### src/rtl/sparse_hv_pkg.sv
// Shared defaults, packer FSM state encoding and width helper for the
// sparse random-HV segment packer.
package sparse_hv_pkg;

   localparam int HV_D              = 1024;
   localparam int HV_LENGTH_SEGMENT = 32;
   localparam int HV_NB_OF_SEGMENTS = 32;

   typedef logic [1:0] packer_state_t;

   localparam packer_state_t ST_IDLE    = 2'd0;
   localparam packer_state_t ST_REQUEST = 2'd1;
   localparam packer_state_t ST_COLLECT = 2'd2;
   localparam packer_state_t ST_HOLD    = 2'd3;

   // Index/counter width, never narrower than one bit.
   function automatic int idx_width(input int n);
      return (n > 1) ? $clog2(n) : 1;
   endfunction

endpackage

### src/rtl/u_sparse_hv_segment_packer_onehot_to_index.sv
// Combinational segment -> set-bit index encoder.
// SPARSE_ONEHOT_CHECK_EN: lowest-set-bit encoder plus popcount != 1 error.
module onehot_to_index
   import sparse_hv_pkg::*;
#(
   parameter int LENGTH_SEGMENT = HV_LENGTH_SEGMENT,
   localparam int IDX_W = idx_width(LENGTH_SEGMENT)
) (
   input  logic [LENGTH_SEGMENT-1:0] in_segment,
`ifdef SPARSE_ONEHOT_CHECK_EN
   output logic                      out_error,
`endif
   output logic [IDX_W-1:0]          out_idx
);

`ifdef SPARSE_ONEHOT_CHECK_EN
   logic any_set;
   logic multi_set;

   // Scan from the top so the lowest set bit wins.
   always_comb begin
      out_idx   = '0;
      any_set   = 1'b0;
      multi_set = 1'b0;
      for (int i = LENGTH_SEGMENT - 1; i >= 0; i--) begin
         if (in_segment[i]) begin
            out_idx   = IDX_W'(i);
            multi_set = multi_set | any_set;
            any_set   = 1'b1;
         end
      end
      out_error = ~any_set | multi_set;
   end
`else
   always_comb begin
      out_idx = '0;
      for (int i = 0; i < LENGTH_SEGMENT; i++) begin
         if (in_segment[i]) out_idx = out_idx | IDX_W'(i);
      end
   end
`endif

endmodule

### src/rtl/u_sparse_hv_segment_packer.sv
// Packs a one-hot segment stream into a compact index hypervector.
// Optional SPARSE_ONEHOT_CHECK_EN adds sticky malformed-segment detection.
module u_sparse_hv_segment_packer
   import sparse_hv_pkg::*;
#(
   parameter int D              = HV_D,
   parameter int LENGTH_SEGMENT = HV_LENGTH_SEGMENT,
   parameter int NB_OF_SEGMENTS = HV_NB_OF_SEGMENTS,
   localparam int IDX_W = idx_width(LENGTH_SEGMENT),
   localparam int CNT_W = idx_width(NB_OF_SEGMENTS),
   localparam int HV_W  = NB_OF_SEGMENTS * IDX_W
) (
   input  logic                      clk,
   input  logic                      rst_in,
   input  logic                      in_enable,
   output logic                      start_new_hv_out,
   input  logic [LENGTH_SEGMENT-1:0] in_segment,
   input  logic                      in_sgmnt_valid,
   output logic [HV_W-1:0]           out_hv_idx,
   output logic                      out_hv_valid,
   input  logic                      in_hv_ready,
   output logic                      out_busy,
   output logic                      out_drop,
   output logic                      out_error
);

   if (D != LENGTH_SEGMENT * NB_OF_SEGMENTS) begin : g_bad_cfg
      $error("D must equal LENGTH_SEGMENT*NB_OF_SEGMENTS");
   end

   packer_state_t    state_q, state_d;
   logic [CNT_W-1:0] seg_cnt_q, seg_cnt_d;
   logic [HV_W-1:0]  idx_q, idx_d;
   logic             drop_q, drop_d;
   logic [IDX_W-1:0] enc_idx;
   logic             take_seg;

   assign take_seg = (state_q == ST_COLLECT) && in_sgmnt_valid;

`ifdef SPARSE_ONEHOT_CHECK_EN
   logic seg_err;
   logic err_q, err_d;

   onehot_to_index #(.LENGTH_SEGMENT(LENGTH_SEGMENT)) u_enc (
      .in_segment (in_segment),
      .out_error  (seg_err),
      .out_idx    (enc_idx)
   );

   always_comb begin
      err_d = err_q;
      if (state_q == ST_REQUEST) err_d = 1'b0;
      else if (take_seg)         err_d = err_q | seg_err;
   end

   always_ff @(posedge clk) begin
      if (rst_in) err_q <= 1'b0;
      else        err_q <= err_d;
   end

   assign out_error = err_q;
`else
   onehot_to_index #(.LENGTH_SEGMENT(LENGTH_SEGMENT)) u_enc (
      .in_segment (in_segment),
      .out_idx    (enc_idx)
   );

   assign out_error = 1'b0;
`endif

   always_comb begin
      state_d   = state_q;
      seg_cnt_d = seg_cnt_q;
      idx_d     = idx_q;
      drop_d    = in_sgmnt_valid && (state_q != ST_COLLECT);
      case (state_q)
         ST_IDLE: begin
            if (in_enable) state_d = ST_REQUEST;
         end
         ST_REQUEST: begin
            seg_cnt_d = '0;
            idx_d     = '0;
            state_d   = ST_COLLECT;
         end
         ST_COLLECT: begin
            if (in_sgmnt_valid) begin
               for (int k = 0; k < NB_OF_SEGMENTS; k++) begin
                  if (CNT_W'(k) == seg_cnt_q) idx_d[k*IDX_W +: IDX_W] = enc_idx;
               end
               // Last slot: park the counter at 0 rather than letting it wrap.
               if (seg_cnt_q == CNT_W'(NB_OF_SEGMENTS - 1)) begin
                  seg_cnt_d = '0;
                  state_d   = ST_HOLD;
               end else begin
                  seg_cnt_d = seg_cnt_q + 1'b1;
               end
            end
         end
         ST_HOLD: begin
            if (in_hv_ready) state_d = ST_IDLE;
         end
         default: state_d = ST_IDLE;
      endcase
   end

   always_ff @(posedge clk) begin
      if (rst_in) begin
         state_q   <= ST_IDLE;
         seg_cnt_q <= '0;
         idx_q     <= '0;
         drop_q    <= 1'b0;
      end else begin
         state_q   <= state_d;
         seg_cnt_q <= seg_cnt_d;
         idx_q     <= idx_d;
         drop_q    <= drop_d;
      end
   end

   assign start_new_hv_out = (state_q == ST_REQUEST);
   assign out_hv_valid     = (state_q == ST_HOLD);
   assign out_busy         = (state_q != ST_IDLE);
   assign out_hv_idx       = idx_q;
   assign out_drop         = drop_q;

endmodule

### config.mk
export PLATFORM = sky130hd
export DESIGN_NAME = u_sparse_hv_segment_packer
export DESIGN_NICKNAME = d
export VERILOG_FILES = /design/src/rtl/sparse_hv_pkg.sv /design/src/rtl/u_sparse_hv_segment_packer_onehot_to_index.sv /design/src/rtl/u_sparse_hv_segment_packer.sv
export SDC_FILE = /design/constraint.sdc
export NUM_CORES = 1
export LEC_CHECK = 0
export CELL_PAD_IN_SITES_DETAIL_PLACEMENT = 1
export CELL_PAD_IN_SITES_GLOBAL_PLACEMENT = 1
export CORE_ASPECT_RATIO = 0.9
export CORE_MARGIN = 2
export CORE_UTILIZATION = 38
export DETAILED_ROUTE_END_ITERATION = 10
export PLACE_DENSITY_LB_ADDON = 0.3
export RECOVER_POWER = 25
export SLEW_MARGIN = 20
export SYNTH_ARGS = -nofsm -noshare
export SYNTH_HDL_FRONTEND = slang
export SYNTH_HIERARCHICAL = 1
export SYNTH_SLANG_ARGS = --single-unit
### constraint.sdc
create_clock -name clk -period 3.9 [get_ports clk]
set_input_delay 0.78 -clock clk [delete_from_list [all_inputs] [get_ports clk]]
set_output_delay 0.78 -clock clk [all_outputs]
set_load 0.02 [all_outputs]
# Word-level counts from Yosys, hierarchy flattened
# Cells that the tools add are included.
[word_totals]
reg_bits = 168
input_bits = 37
[op_classes]
n_addsub = 1
reduce_logical = 39
muxes = 146
eq_ne = 72
[op_table]
columns = ["cell", "count"]
rows = [
  ["5-bit 2-to-1 mux", 117],
  ["160-bit 2-to-1 mux", 2],
  ["160-bit case mux with 2 select lines", 1],
  ["3-bit AND reduction", 32],
  ["5-bit equality test, first input constant", 16],
  ["2-bit by 1-bit inequality test with 1-bit output, second input constant", 34],
  ["4-bit by 5-bit equality test with 1-bit output, first input constant", 8],
  ["4-bit 2-to-1 mux", 8],
  ["2-bit 2-to-1 mux", 11],
  ["3-bit by 5-bit equality test with 1-bit output, first input constant", 4],
  ["3-bit 2-to-1 mux", 4],
  ["2-bit by 5-bit equality test with 1-bit output, first input constant", 2],
  ["5-bit case mux with 2 select lines", 1],
  ["2-bit case mux with 4 select lines", 1],
  ["2-bit inequality test, second input constant", 3],
  ["5-bit by 1-bit adder with 5-bit output, second input constant", 1],
  ["1-bit by 5-bit equality test with 1-bit output, first input constant", 1],
  ["5-bit equality test, second input constant", 1],
  ["5-bit zero test", 1],
  ["2-bit equality test, second input constant", 2],
  ["4-bit AND reduction", 1],
  ["2-bit nonzero test", 2],
  ["2-bit by 1-bit equality test with 1-bit output, second input constant", 1],
  ["2-bit zero test", 1],
  ["other kinds (3)", 3],
]

# Depth between registers and ports, before layout
# Gate-level depths: netlist of run 1.
[logic_depth]
ltp_word = 37
ltp_mapped = 8

# Modules after synthesis
# The synthesis of run 1 kept the hierarchy.
[modules_own_cells]
columns = ["mod", "instances", "seq_area_each_um2", "cells_each", "area_each_um2"]
rows = [
  ["u_sparse_hv_segment_packer", 1, 3363.2, 669, 6665.1],
  ["onehot_to_index", 1, 0.0, 24, 137.6],
]

# Worst setup path before layout of run 1
# Ideal clock, no wire load.
[synth_path]
path_kind = "in2reg"
start = "in in_segment[14]"
end = "reg idx_q[101], in the netlist out_hv_idx[101]"
slack_ps = 1549
path_stages = 7
setup_ps = 116
arrival_time_ps = 2235
cell_sequence = "or4_1 -> nor2_1 -> nand4_1 -> nand3b_1 -> clkbuf_1 -> nor3_1 -> a31o_2"
[synth_between]
elab_chain_len = 24
[synth_lines]
columns = ["element", "line_no", "rtl"]
rows = [
  ["start: declaration", "u_sparse_hv_segment_packer.sv:17", "input logic [LENGTH_SEGMENT-1:0] in_segment,"],
  ["4-bit 2-to-1 mux (2 in a row)", "u_sparse_hv_segment_packer_onehot_to_index.sv:38", "if (in_segment[i]) out_idx = out_idx | IDX_W'(i);"],
  ["5-bit 2-to-1 mux (16 in a row)", "u_sparse_hv_segment_packer_onehot_to_index.sv:38", ""],
  ["named net enc_idx[1]", "u_sparse_hv_segment_packer.sv:35", "logic [IDX_W-1:0] enc_idx;"],
  ["5-bit 2-to-1 mux", "u_sparse_hv_segment_packer.sv:88", "if (CNT_W'(k) == seg_cnt_q) idx_d[k*IDX_W +: IDX_W] = enc_idx;"],
  ["5-bit 2-to-1 mux", "u_sparse_hv_segment_packer.sv:86", "if (in_sgmnt_valid) begin"],
  ["5-bit 2-to-1 mux", "u_sparse_hv_segment_packer.sv:76", "case (state_q)"],
  ["160-bit 2-to-1 mux", "u_sparse_hv_segment_packer.sv:86", ""],
  ["160-bit 2-to-1 mux", "u_sparse_hv_segment_packer.sv:76", ""],
  ["160-bit case mux with 2 select lines", "u_sparse_hv_segment_packer.sv:76", ""],
  ["end signal: assignment", "u_sparse_hv_segment_packer.sv:115", "idx_q <= idx_d;"],
  ["end: declaration", "u_sparse_hv_segment_packer.sv:33", "logic [HV_W-1:0] idx_q, idx_d;"],
]
# The timed path passes the listed nets, and every way through them passes these cells. The select of a mux whose other input is x is not followed.
# A chain may end at the register's enable or synchronous reset.

# Final worst setup path of run 1
[layout_path]
start = "in in_sgmnt_valid"
end = "reg idx_q[152], in the netlist out_hv_idx[152]"
[layout_between]
elab_chain_len = 2
[layout_lines]
columns = ["element", "line_no", "rtl"]
rows = [
  ["start: declaration", "u_sparse_hv_segment_packer.sv:18", "input logic in_sgmnt_valid,"],
  ["2-bit inequality test (no line)", "n/a", ""],
  ["3-bit AND reduction (no line)", "n/a", ""],
]
# No other way between the ends.

==> flow_summary.rst, run 1 <==
.. list-table::
   :header-rows: 1

   * - Metric
     - Value
   * - Total number of vias
     - 6212
   * - Max_slew headroom
     - 0.374
   * - Count of input and output buffers
     - 199
   * - Total of hold buffers inserted after clock tree synthesis
     - 0
   * - Pre-Repair DR Iteration Count
     - 4
   * - Via-to-Cell Ratio
     - 5.60
   * - Via count of the first global-routing pass
     - 6387
   * - Synthesized area per cell
     - 9.82 µm²
   * - Slew Viols, Final
     - 0
   * - Number of setup buffers added after CTS
     - 0
   * - Area enclosed by the die boundary
     - 19000 µm²
   * - CTS Root Cell
     - sky130_fd_sc_hd__clkbuf_16
   * - FF-to-FF Start
     - state_q[0]
   * - ANT nets after route
     - 0
   * - Max incr delay on CP
     - 0.69 ns
   * - Top_reg_cell synth
     - sky130_fd_sc_hd__dfxtp_1
   * - Fin. Hold Viols
     - 0
   * - Terminus of the critical flop-to-flop path
     - out_hv_idx[25]
   * - Cells traversed along the worst timing path
     - dlygate4sd3_1, clkbuf_1, nand4_1, buf_4, or2_1, a31o_2
   * - TritonCTS buffer count
     - 17
   * - GRT Max-Usage Layer
     - met2
   * - Register clock-pin slew on the reported worst setup and hold paths
     - 0.06 ns
   * - Fraction of met2 tracks used by global routing
     - 0.428
   * - Clock sinks
     - 168
   * - HP Class
     - reg2reg
   * - Area inside the core boundary
     - 17600 µm²
   * - Number of synthesized register bits
     - 168
   * - Sum of overflow across all layers after global routing
     - 0
   * - Syn Std Cell Area
     - 6800 µm²
   * - Site Rows
     - 46
   * - Floorplan die width
     - 145 µm
   * - Post-synth cell types
     - 37
   * - Kind of start point of the critical path
     - primary input
   * - Met3 layer usage reported by global route
     - 0.0632
   * - Pin count of the biggest net entering global routing
     - 88
   * - Leakage power summed over all cells
     - 3.57 nW
   * - Setup repair after global routing missed its margin
     - false
   * - Initial cell density of the core
     - 0.388
   * - Number of H-tree branching levels
     - 4
   * - Number of antenna violations at the first check in global routing
     - 0
   * - Count of warnings emitted by yosys
     - 6
   * - Tightest Pin Transition
     - 0.939 ns
   * - Slack of the worst reg-to-reg path
     - 1.46 ns
   * - Crit. End Element
     - register
   * - Setup-failing EPs final
     - 0
   * - Pwr per Cell Area
     - 434 nW/µm²
   * - Share of synthesized flip-flops with an asynchronous set or reset
     - 0
   * - Worst-path cell with the longest stage delay
     - sky130_fd_sc_hd__dlygate4sd3_1
   * - Final cell utilization of the core
     - 0.541
   * - CTS tree
     - yes
   * - VDD IR max
     - 0.304 mV
   * - I/O pin total
     - 202
   * - Startpoint of the worst setup timing path
     - in_sgmnt_valid
   * - Class of the most critical setup path
     - in2reg
   * - Critical path destination
     - out_hv_idx[152]
   * - Final setup skew
     - 0.0140 ns
   * - Cell count after synthesis
     - 693
   * - Number of buffers on the longest clock path
     - 2
   * - Result of the run
     - completed
   * - Sequential share of the synthesized area
     - 0.494
   * - Die height
     - 131 µm
   * - Ratio of cells with drive above 1 in the final layout
     - 0.241
   * - First-pass GRT wire length
     - 36.1 mm
   * - Crit path max fanout
     - 24
   * - Layout overhead on the synthesized area
     - 39.5%
   * - Required time of the worst setup path
     - 4.22 ns
   * - Final HPWL from detailed placement
     - 15.6 mm
   * - Drc violations
     - 0
   * - Number of synthesized flops with an enable pin
     - 0
   * - CTS-repair resized insts
     - 0
   * - Highest achievable clock rate
     - 359 MHz
   * - Met1 Usage GRT
     - 0.291
   * - Max-cap violations
     - 0
   * - TNS Setup
     - 0 ns
   * - Insertion delay to the later sink of the worst-skew pair
     - 0.43 ns
   * - Overall fraction of global-route tracks in use
     - 0.241
   * - Share of the cycle needed by the critical path after routing
     - 0.715
   * - Net count of the mapped netlist
     - 741
   * - Global placer's final weighted congestion
     - 0.854
   * - Shortest period the worst path allows
     - 2.79 ns
   * - Worst-case reg-to-reg path depth
     - 6
   * - Number of nets in the final layout
     - 905
   * - Count of inserted antenna diode cells
     - 0
   * - Wire length reported by the detailed router
     - 23.0 mm
   * - Violation count after the first detailed-routing iteration
     - 231
   * - Crit path DAT
     - 3.11 ns
   * - Routed wire per std cell
     - 20.7 µm
[worst min path at each step]
stage | endpoint | start | cells after the start
2_1_floorplan | seg_cnt_q[0] | seg_cnt_q[0] | 2
3_3_place_gp | out_hv_idx[155] | out_hv_idx[155] | 2
3_5_place_dp | out_hv_idx[108] | out_hv_idx[108] | 1
4_1_cts | out_hv_idx[108] | out_hv_idx[108] | 1
5_1_grt | out_hv_idx[108] | out_hv_idx[108] | 1
6_report | out_hv_idx[108] | out_hv_idx[108] | 1
[report_power, final]
| group | switching (mW) | internal, mW | leakage [nW] |
|---|---|---|---|
| Combinational | 0.528 | 0.199 | 1.95 |
| Clock | 0.743 | 0.892 | 0.269 |
| Sequential | 0.0175 | 1.74 | 1.35 |
[cells by family (layout without fill, tap and decap cells)]
kind of cell / Yosys count / in the layout / share of synthesized area
buffers and inverters: 79 / 256 / 0.0524
adders and majority gates: 11 / 11 / 0.0202
other: 1 / 1 / 0.000551
and+or+nand+nor: 264 / 264 / 0.219
muxes: 5 / 5 / 0.00736
AOI/OAI and AO/OA: 165 / 165 / 0.206
DFF: 168 / 168 / 0.494
[Yosys cell counts, types with 8 or more instances]
library cell | n | area, µm²
sky130_fd_sc_hd__a31o_2 | 148 | 1300
sky130_fd_sc_hd__nor3_1 | 155 | 776
sky130_fd_sc_hd__clkbuf_1 | 45 | 169
sky130_fd_sc_hd__a21oi_1 | 9 | 45.0
sky130_fd_sc_hd__buf_2 | 18 | 90.1
sky130_fd_sc_hd__or2_1 | 31 | 194
sky130_fd_sc_hd__buf_4 | 8 | 60.1
sky130_fd_sc_hd__nand3_1 | 14 | 70.1
sky130_fd_sc_hd__nand2_1 | 10 | 37.5
sky130_fd_sc_hd__nand2b_1 | 10 | 62.6
sky130_fd_sc_hd__nor4_1 | 8 | 50.1
sky130_fd_sc_hd__dfxtp_1 | 168 | 3360
sky130_fd_sc_hd__ha_1 | 11 | 138
[per-layer routing]
metal / vias to the layer above / wire, µm
met5: - / 0
met1: 3097 / 9920
met2: 167 / 11500
met4: 0 / 125
li1: 2942 / -
met3: 6 / 1430
[flip-flops by register name (all words and copies together), names as in the netlist]
| register | flops |
|---|---|
| out_drop | 1 |
| out_hv_idx | 160 |
| seg_cnt_q | 5 |
| state_q | 2 |
[cell type report]
type	count	area, µm²
Fill cell	1926	8060
Sequential cell	168	3360
Multi-Input combinational cell	446	3100
Timing Repair Buffer	218	2140
Clock buffer	17	425
Tap cell	240	300
Clock inverter	15	143
Inverter	6	22.5
[critical path: cells and delay by family]
kind,cells,cell delay (ns)
buffers and inverters,3,1.54
and+or+nand+nor,2,0.50
AOI/OAI and AO/OA,1,0.28
[per-stage QoR]
stage          std cells  cell area, µm²  hold WS, ns  total power [mW]  setup WS (ns)
2_1_floorplan        693            6800        0.490              2.26           1.55
3_3_place_gp        1078            8930        0.458              2.48          0.774
3_5_place_dp        1078            8930        0.467              2.52          0.737
4_1_cts             1110            9500        0.483              4.15           1.20
5_1_grt             1110            9490        0.498              4.27           1.05
6_report            1110            9490        0.471              4.12           1.11
[layout by cell type, fill, tap and decap left out, drive strengths merged, types with 6 or more instances in the layout]
cell / synthesis / routed
dfxtp: 168 / 168
nor3: 155 / 155
a31o: 151 / 151
clkdlybuf4s50: 0 / 126
dlygate4sd3: 0 / 73
or2: 32 / 32
clkbuf: 45 / 18
buf: 28 / 18
nand3: 14 / 14
inv: 6 / 12
ha: 11 / 11
nand2: 10 / 10
nand2b: 10 / 10
a21oi: 9 / 9
nand4: 9 / 9
nor4: 8 / 8
nand3b: 6 / 6
Note: power is estimated with default switching activity, not from simulation.
==> run 2, diff against run 1 <==
- CORE_UTILIZATION: 38 -> 32
- clock period: 3.9 -> 2.36 ns (I/O delays scaled with it)
==> run 2 against run 1 <==
Effect of this change:
- sequential power grew 66%
- critical path depth stayed put
- die area is 18% higher
- first-iteration DRC count rose by 5.2%
- wire length grew 0.50%
- sequential share of layout area shrank 1.7 points
- clock power increased by 55%
- setup slack got worse by 0.96 ns
- via count rose by 2.0%
- final area grew 5.0%
- critical path type is now reg2reg
- largest cell class unchanged
- largest power group unchanged
==> flow_summary.rst, run 2 (synthesis gave the netlist of run 1 again) <==
.. list-table::
   :header-rows: 1

   * - Metric
     - Value
   * - Number of nets in the final layout
     - 945 (+4.4%)
   * - Site Rows
     - 50 (+8.7%)
   * - Setup slack of the critical path after layout
     - 0.153 ns (-0.960 ns)
   * - Drc violations
     - 0 (unchanged)
   * - Min-delay src
     - out_hv_idx[79]
   * - Pre-Repair DR Iteration Count
     - 6 (+2)
   * - ANT nets after route
     - 0 (unchanged)
   * - CTS Root Cell
     - sky130_fd_sc_hd__clkbuf_16
   * - Overall fraction of global-route tracks in use
     - 0.207 (-0.0336)
   * - Inst Count DP
     - 1164 (+8.0%)
   * - CTS-repair resized insts
     - 0 (unchanged)
   * - Max-cap violations
     - 0 (unchanged)
   * - Clock sinks
     - 168 (unchanged)
   * - Kind of start point of the critical path
     - register
   * - Layout overhead on the synthesized area
     - 46.6%
   * - Worst slack after detailed placement
     - -0.263 ns (-1.00 ns)
   * - Worst-case reg-to-reg path depth
     - 6 (unchanged)
   * - Insertion delay to the later sink of the worst-skew pair
     - 0.42 ns (about the same)
   * - Via-to-Cell Ratio
     - 5.30 (-5.3%)
   * - Max_slew headroom
     - 0.578 (+0.204)
   * - Tightest Pin Transition
     - 0.633 ns (-0.306 ns)
   * - Number of antenna violations at the first check in global routing
     - 0 (unchanged)
   * - Pin count of the biggest net entering global routing
     - 58 (-34%)
   * - Shortest period the worst path allows
     - 2.21 ns
   * - Number of setup buffers added after CTS
     - 0 (unchanged)
   * - Initial cell density of the core
     - 0.327 (-0.0610)
   * - Slew Viols, Final
     - 0 (unchanged)
   * - Count of input and output buffers
     - 199 (unchanged)
   * - First-pass GRT wire length
     - 36.1 mm (about the same)
   * - Number of buffers on the longest clock path
     - 2 (unchanged)
   * - Fin. Hold Viols
     - 0 (unchanged)
   * - Commonest cells after routing, fill and taps aside
     - 168 x sky130_fd_sc_hd__dfxtp_1, 155 x sky130_fd_sc_hd__nor3_1, 148 x sky130_fd_sc_hd__a31o_2, 119 x sky130_fd_sc_hd__clkdlybuf4s50_1, 79 x sky130_fd_sc_hd__dlygate4sd3_1
   * - Final HPWL from detailed placement
     - 15.8 mm (+1.6%)
   * - Floorplan die width
     - 158 µm (+8.7%)
   * - HP Class
     - reg2reg
   * - Cells on Worst Hold Path
     - 2 (+1)
   * - Total number of vias
     - 6337 (+2.0%)
   * - Layout Cells excl Fill
     - 1196 (+7.7%)
   * - Wire length reported by the detailed router
     - 23.1 mm (+0.50%)
   * - Crit path DAT
     - 2.53 ns (-0.58 ns)
   * - Total of hold buffers inserted after clock tree synthesis
     - 0 (unchanged)
   * - Leading cell type in the layout, fill and taps excluded
     - sky130_fd_sc_hd__dfxtp_1
   * - CTS tree
     - yes
   * - FF-to-FF Start
     - state_q[0]
   * - I/O pin total
     - 202 (unchanged)
   * - Required time of the worst setup path
     - 2.68 ns (-1.54 ns)
   * - Startpoint of the worst setup timing path
     - state_q[0]
   * - Register clock-pin slew on the reported worst setup and hold paths
     - 0.07 ns (about the same)
   * - Die height
     - 142 µm (+8.7%)
   * - Setup-failing EPs final
     - 0 (unchanged)
   * - Crit. End Element
     - register
   * - Final setup skew
     - 0.0102 ns (-0.00382 ns)
   * - Violation count after the first detailed-routing iteration
     - 243 (+5.2%)
   * - Sum of overflow across all layers after global routing
     - 0 (unchanged)
   * - Routed wire per std cell
     - 19.3 µm (-6.7%)
   * - Via count of the first global-routing pass
     - 6383 (-0.063%)
   * - Pwr per Cell Area
     - 684 nW/µm² (+58%)
   * - Count of inserted antenna diode cells
     - 0 (unchanged)
   * - Result of the run
     - completed
   * - Largest register FFs
     - 160 (unchanged)
   * - Class of the most critical setup path
     - reg2reg
   * - Setup repair after global routing missed its margin
     - false
   * - TritonCTS buffer count
     - 17 (unchanged)
   * - Global placer's final weighted congestion
     - 0.803 (-6.0%)
   * - Number of H-tree branching levels
     - 4 (unchanged)
   * - Area inside the core boundary
     - 20800 µm² (+19%)
   * - Area enclosed by the die boundary
     - 22400 µm² (+18%)
   * - Share of the cycle needed by the critical path after routing
     - 0.935
   * - Highest achievable clock rate
     - 453 MHz
   * - VDD IR max
     - 0.433 mV (+42%)
   * - Ratio of cells with drive above 1 in the final layout
     - 0.273 (+0.0311)
   * - Leakage power summed over all cells
     - 3.83 nW (+7.4%)
   * - Crit path max fanout
     - 18 (-25%)
## run 2: changes by cell type in the layout (fill, tap and decap cells not counted), moves of 2 or more
| cell | previous run | this run |
|---|---|---|
| sky130_fd_sc_hd__buf_12 | 1 | 13 |
| sky130_fd_sc_hd__buf_4 | 17 | 46 |
| sky130_fd_sc_hd__clkdlybuf4s50_1 | 126 | 119 |
| sky130_fd_sc_hd__dlygate4sd3_1 | 73 | 79 |
| sky130_fd_sc_hd__inv_6 | 5 | 3 |
## run 2: critical path, stage by stage (launching register included)
cell                      delay (ns)
sky130_fd_sc_hd__dfxtp_1        0.34
sky130_fd_sc_hd__inv_1          0.11
sky130_fd_sc_hd__ha_1           0.53
sky130_fd_sc_hd__nand4_1        0.29
sky130_fd_sc_hd__buf_12         0.24
sky130_fd_sc_hd__or2_1          0.30
sky130_fd_sc_hd__a31o_2         0.28
## run 2: worst paths after layout
path                          end  slack [ns]
setup / recovery  out_hv_idx[113]        0.15
hold / removal     out_hv_idx[79]        0.47
setup reg to reg  out_hv_idx[113]        0.15
hold reg to reg    out_hv_idx[79]        0.47
## run 2: cell type report
type / instances / area, µm²
clock buffers: 19 / 433
clock inverters: 13 / 97.6
fillers: 2322 / 10900
inverters: 6 / 22.5
multi-input cells: 446 / 3100
flip-flops and latches: 168 / 3360
well taps: 286 / 358
repair buffers: 258 / 2600
## run 2: report_power, final
part | total [mW] | internal [mW] | leakage, nW | switching (mW)
clock network | 2.55 | 1.35 | 0.250 | 1.20
logic | 1.37 | 0.472 | 2.23 | 0.898
registers | 2.90 | 2.87 | 1.35 | 0.0309
## run 2: routing by layer
layer / wire, µm / up-vias / track usage
met5: 0 / - / 0
met3: 1050 / 18 / 0.0512
met2: 11000 / 131 / 0.341
met4: 334 / 0 / 0.0541
met1: 10700 / 3159 / 0.272
li1: - / 3029 / -
## run 2: through the flow
step	hold slack (ns)	TNS, ns	total power [mW]	utilization	instance area (µm²)
2_1_floorplan	0.490	0	3.74	-	6800
3_3_place_gp	0.455	-26.46	4.34	0.453	9440
3_5_place_dp	0.468	-27.20	4.34	0.453	9440
4_1_cts	0.478	0	6.89	0.478	9970
5_1_grt	0.490	0	7.12	0.479	9970
6_report	0.472	0	6.82	0.479	9970
==> run 3, diff against run 2 <==
- CELL_PAD_IN_SITES_DETAIL_PLACEMENT: 1 -> default
- CELL_PAD_IN_SITES_GLOBAL_PLACEMENT: 1 -> default
- CORE_UTILIZATION: 32 -> 43
==> run 3 against run 2 <==
Effect of this change:
- utilization grew 16 points
- hold slack gained 0.0011 ns
- flip-flop and latch count unchanged
- register-to-register slack gained 0.12 ns
- maximum frequency is 1.7% lower
- global-route usage increased by 3.4 points
==> flow_summary.rst, run 3 (synthesis gave the netlist of run 1 again) <==
.. list-table::
   :header-rows: 1

   * - Metric
     - Value
   * - Result of the run
     - completed
   * - Pwr per Cell Area
     - 733 nW/µm² (+7.2%)
   * - Cells on Worst Hold Path
     - 2 (unchanged)
   * - Post-route cell area
     - 9800 µm² (-1.7%)
   * - Area enclosed by the die boundary
     - 16800 µm² (-25%)
   * - Tightest Pin Transition
     - 0.777 ns (+0.144 ns)
   * - Commonest cells after routing, fill and taps aside
     - 168 x sky130_fd_sc_hd__dfxtp_1, 155 x sky130_fd_sc_hd__nor3_1, 148 x sky130_fd_sc_hd__a31o_2, 119 x sky130_fd_sc_hd__clkdlybuf4s50_1, 80 x sky130_fd_sc_hd__dlygate4sd3_1
   * - Via count of the first global-routing pass
     - 5811 (-9.0%)
   * - Cells traversed along the worst timing path
     - inv_1, ha_1, inv_1, clkdlybuf4s50_1
   * - Site Rows
     - 43 (-14%)
   * - Number of H-tree branching levels
     - 4 (unchanged)
   * - Class of the most critical setup path
     - reg2out
   * - Pin count of the biggest net entering global routing
     - 76 (+31%)
   * - Slack of the worst reg-to-reg path
     - 0.27 ns (+0.12 ns)
   * - Total net switching power
     - 2.00 mW (-5.7%)
   * - Clock sinks
     - 168 (unchanged)
   * - Cell family contributing the most delay on the critical path
     - buffers and inverters
   * - Layout overhead on the synthesized area
     - 44.1%
   * - Crit path max fanout
     - 4 (-14)
   * - Area inside the core boundary
     - 15400 µm² (-26%)
   * - Leading cell type in the layout, fill and taps excluded
     - sky130_fd_sc_hd__dfxtp_1
   * - CTS tree
     - yes
   * - Number of buffers on the longest clock path
     - 2 (unchanged)
   * - Min-delay src
     - out_hv_idx[77]
   * - Number of nets in the final layout
     - 927 (-1.9%)
   * - Layout Cells excl Fill
     - 1093 (-8.6%)
   * - Internal portion of total power
     - 5.19 mW (+10%)
   * - Wire length reported by the detailed router
     - 20.5 mm (-11%)
   * - I/O pin total
     - 202 (unchanged)
   * - Inst Count DP
     - 1062 (-8.8%)
   * - Sum of overflow across all layers after global routing
     - 0 (unchanged)
   * - Shortest period the worst path allows
     - 2.25 ns (+0.0389 ns)
   * - Slew Viols, Final
     - 0 (unchanged)
   * - First-pass GRT wire length
     - 31.4 mm (-13%)
   * - Via-to-Cell Ratio
     - 5.80 (+9.5%)
   * - Share of the cycle needed by the critical path after routing
     - 0.952 (+0.0165)
   * - Ratio of cells with drive above 1 in the final layout
     - 0.258 (-0.0144)
   * - Setup repair after global routing missed its margin
     - false
   * - Number of inserted filler cells in the final layout
     - 1159 (-50%)
   * - Insertion delay to the later sink of the worst-skew pair
     - 0.42 ns (about the same)
   * - Number of setup buffers added after CTS
     - 0 (unchanged)
   * - Crit path DAT
     - 1.77 ns (-0.76 ns)
   * - Routed wire per std cell
     - 18.7 µm (-3.0%)
   * - Crit. End Element
     - output port
   * - Setup-failing EPs final
     - 0 (unchanged)
   * - Largest register FFs
     - 160 (unchanged)
   * - Drc violations
     - 0 (unchanged)
   * - Final setup skew
     - 0.00559 ns (-0.00457 ns)
   * - Die height
     - 123 µm (-13%)
   * - TritonCTS buffer count
     - 17 (unchanged)
   * - Total of hold buffers inserted after clock tree synthesis
     - 0 (unchanged)
   * - VDD IR max
     - 0.544 mV (+26%)
   * - Violation count after the first detailed-routing iteration
     - 407 (+67%)
   * - Max-cap violations
     - 0 (unchanged)
   * - Highest achievable clock rate
     - 445 MHz (-1.7%)
   * - Overall fraction of global-route tracks in use
     - 0.241 (+0.0341)
   * - CTS-repair resized insts
     - 0 (unchanged)
   * - Count of inserted antenna diode cells
     - 0 (unchanged)
   * - TNS Setup
     - 0 ns (unchanged)
   * - Count of input and output buffers
     - 199 (unchanged)
   * - HP Class
     - reg2reg
   * - Pre-Repair DR Iteration Count
     - 5 (-1)
   * - Worst-case reg-to-reg path depth
     - 7 (+1)
   * - Total placed instance area
     - 9160 µm² (-3.0%)
   * - Most Frequent Cell on Critical Path
     - sky130_fd_sc_hd__inv_1
   * - ANT nets after route
     - 0 (unchanged)
   * - Switching Share
     - 0.279 (-0.0330)
   * - Register clock-pin slew on the reported worst setup and hold paths
     - 0.06 ns (about the same)
   * - Logic gate share of total power
     - 0.179 (-0.022)
   * - Number of antenna violations at the first check in global routing
     - 0 (unchanged)
   * - Terminus of the critical flop-to-flop path
     - out_hv_idx[25]
   * - Global placer's final weighted congestion
     - 0.855 (+6.5%)
   * - Final HPWL from detailed placement
     - 13.7 mm (-13%)
   * - Crit path buffers/inverters
     - 3 (+1)
   * - CTS Root Cell
     - sky130_fd_sc_hd__clkbuf_16
   * - Total number of vias
     - 6341 (+0.063%)
   * - Fin. Hold Viols
     - 0 (unchanged)
   * - Required time of the worst setup path
     - 1.89 ns (-0.79 ns)
   * - FF-to-FF Start
     - state_q[0]
   * - Max incr delay on CP
     - 0.59 ns (+0.06 ns)
   * - Share of power burned in registers
     - 0.404 (-0.021)
   * - Worst-path cell with the longest stage delay
     - sky130_fd_sc_hd__clkdlybuf4s50_1
   * - Max_slew headroom
     - 0.482 (-0.0962)
   * - Leakage power summed over all cells
     - 3.80 nW (-0.93%)
   * - Worst-case hold path end point
     - out_hv_idx[77]
   * - Initial cell density of the core
     - 0.441 (+0.114)
   * - Kind of start point of the critical path
     - register
   * - Floorplan die width
     - 137 µm (-13%)
   * - Clock share of power
     - 0.417 (+0.043)
==> run 3: per-stage QoR <==
step | hold slack [ns] | util | worst slack, ns | total power, mW
floorplan | 0.490 | - | 0.317 | 3.74
global placement | 0.462 | 0.593 | -0.258 | 4.21
detailed placement | 0.470 | 0.593 | -0.269 | 4.24
CTS | 0.480 | 0.635 | 0.0870 | 7.22
global route | 0.495 | 0.635 | 0.0232 | 7.47
finish | 0.473 | 0.635 | 0.114 | 7.19
==> run 3: layer usage <==
| layer | global-route usage | wire, µm | vias up |
|---|---|---|---|
| met5 | 0 | 0 | - |
| met4 | 0.0736 | 354 | 0 |
| met3 | 0.0619 | 1540 | 33 |
| met2 | 0.394 | 9710 | 284 |
| met1 | 0.315 | 8870 | 3037 |
| li1 | - | - | 2987 |
==> run 3: worst max path at each step <==
stage / startpoint / to / slack [ns] / cells after the start
after floorplan: in_segment[14] / out_hv_idx[101] / 0.32 / 7
after global placement: in_segment[14] / out_hv_idx[113] / -0.26 / 8
after detailed placement: in_segment[14] / out_hv_idx[38] / -0.27 / 8
after CTS: state_q[0] / out_busy / 0.09 / 4
after global routing: in_segment[14] / out_hv_idx[146] / 0.02 / 8
final: state_q[0] / out_busy / 0.11 / 4
==> run 3: area by class of cell <==
type                            instances  area, µm²  share of cell area
Sequential cell                       168       3360               0.343
Multi-Input combinational cell        446       3090               0.315
Timing Repair Buffer                  240       2420               0.247
Clock buffer                           21        480              0.0490
Tap cell                              202        253              0.0258
Clock inverter                         10        168              0.0171
Inverter                                6       22.5             0.00230
==> run 3: worst register-to-register path, cell delays in order, from the launching register on <==
cell and delay (ns):
sky130_fd_sc_hd__dfxtp_1 0.34, sky130_fd_sc_hd__inv_1 0.11, sky130_fd_sc_hd__ha_1 0.39, sky130_fd_sc_hd__buf_4 0.23
sky130_fd_sc_hd__nand2b_1 0.15, sky130_fd_sc_hd__nor2b_4 0.24, sky130_fd_sc_hd__buf_12 0.33, sky130_fd_sc_hd__a31o_2 0.25
==> run 3: power by group through the flow <==
stage,logic (mW),clock network [mW],registers [mW]
finish,1.29,3.00,2.90
global route,1.38,3.19,2.90
CTS,1.28,3.04,2.90
detailed placement,1.28,0,2.97
global placement,1.25,0,2.96
floorplan,0.759,0,2.98
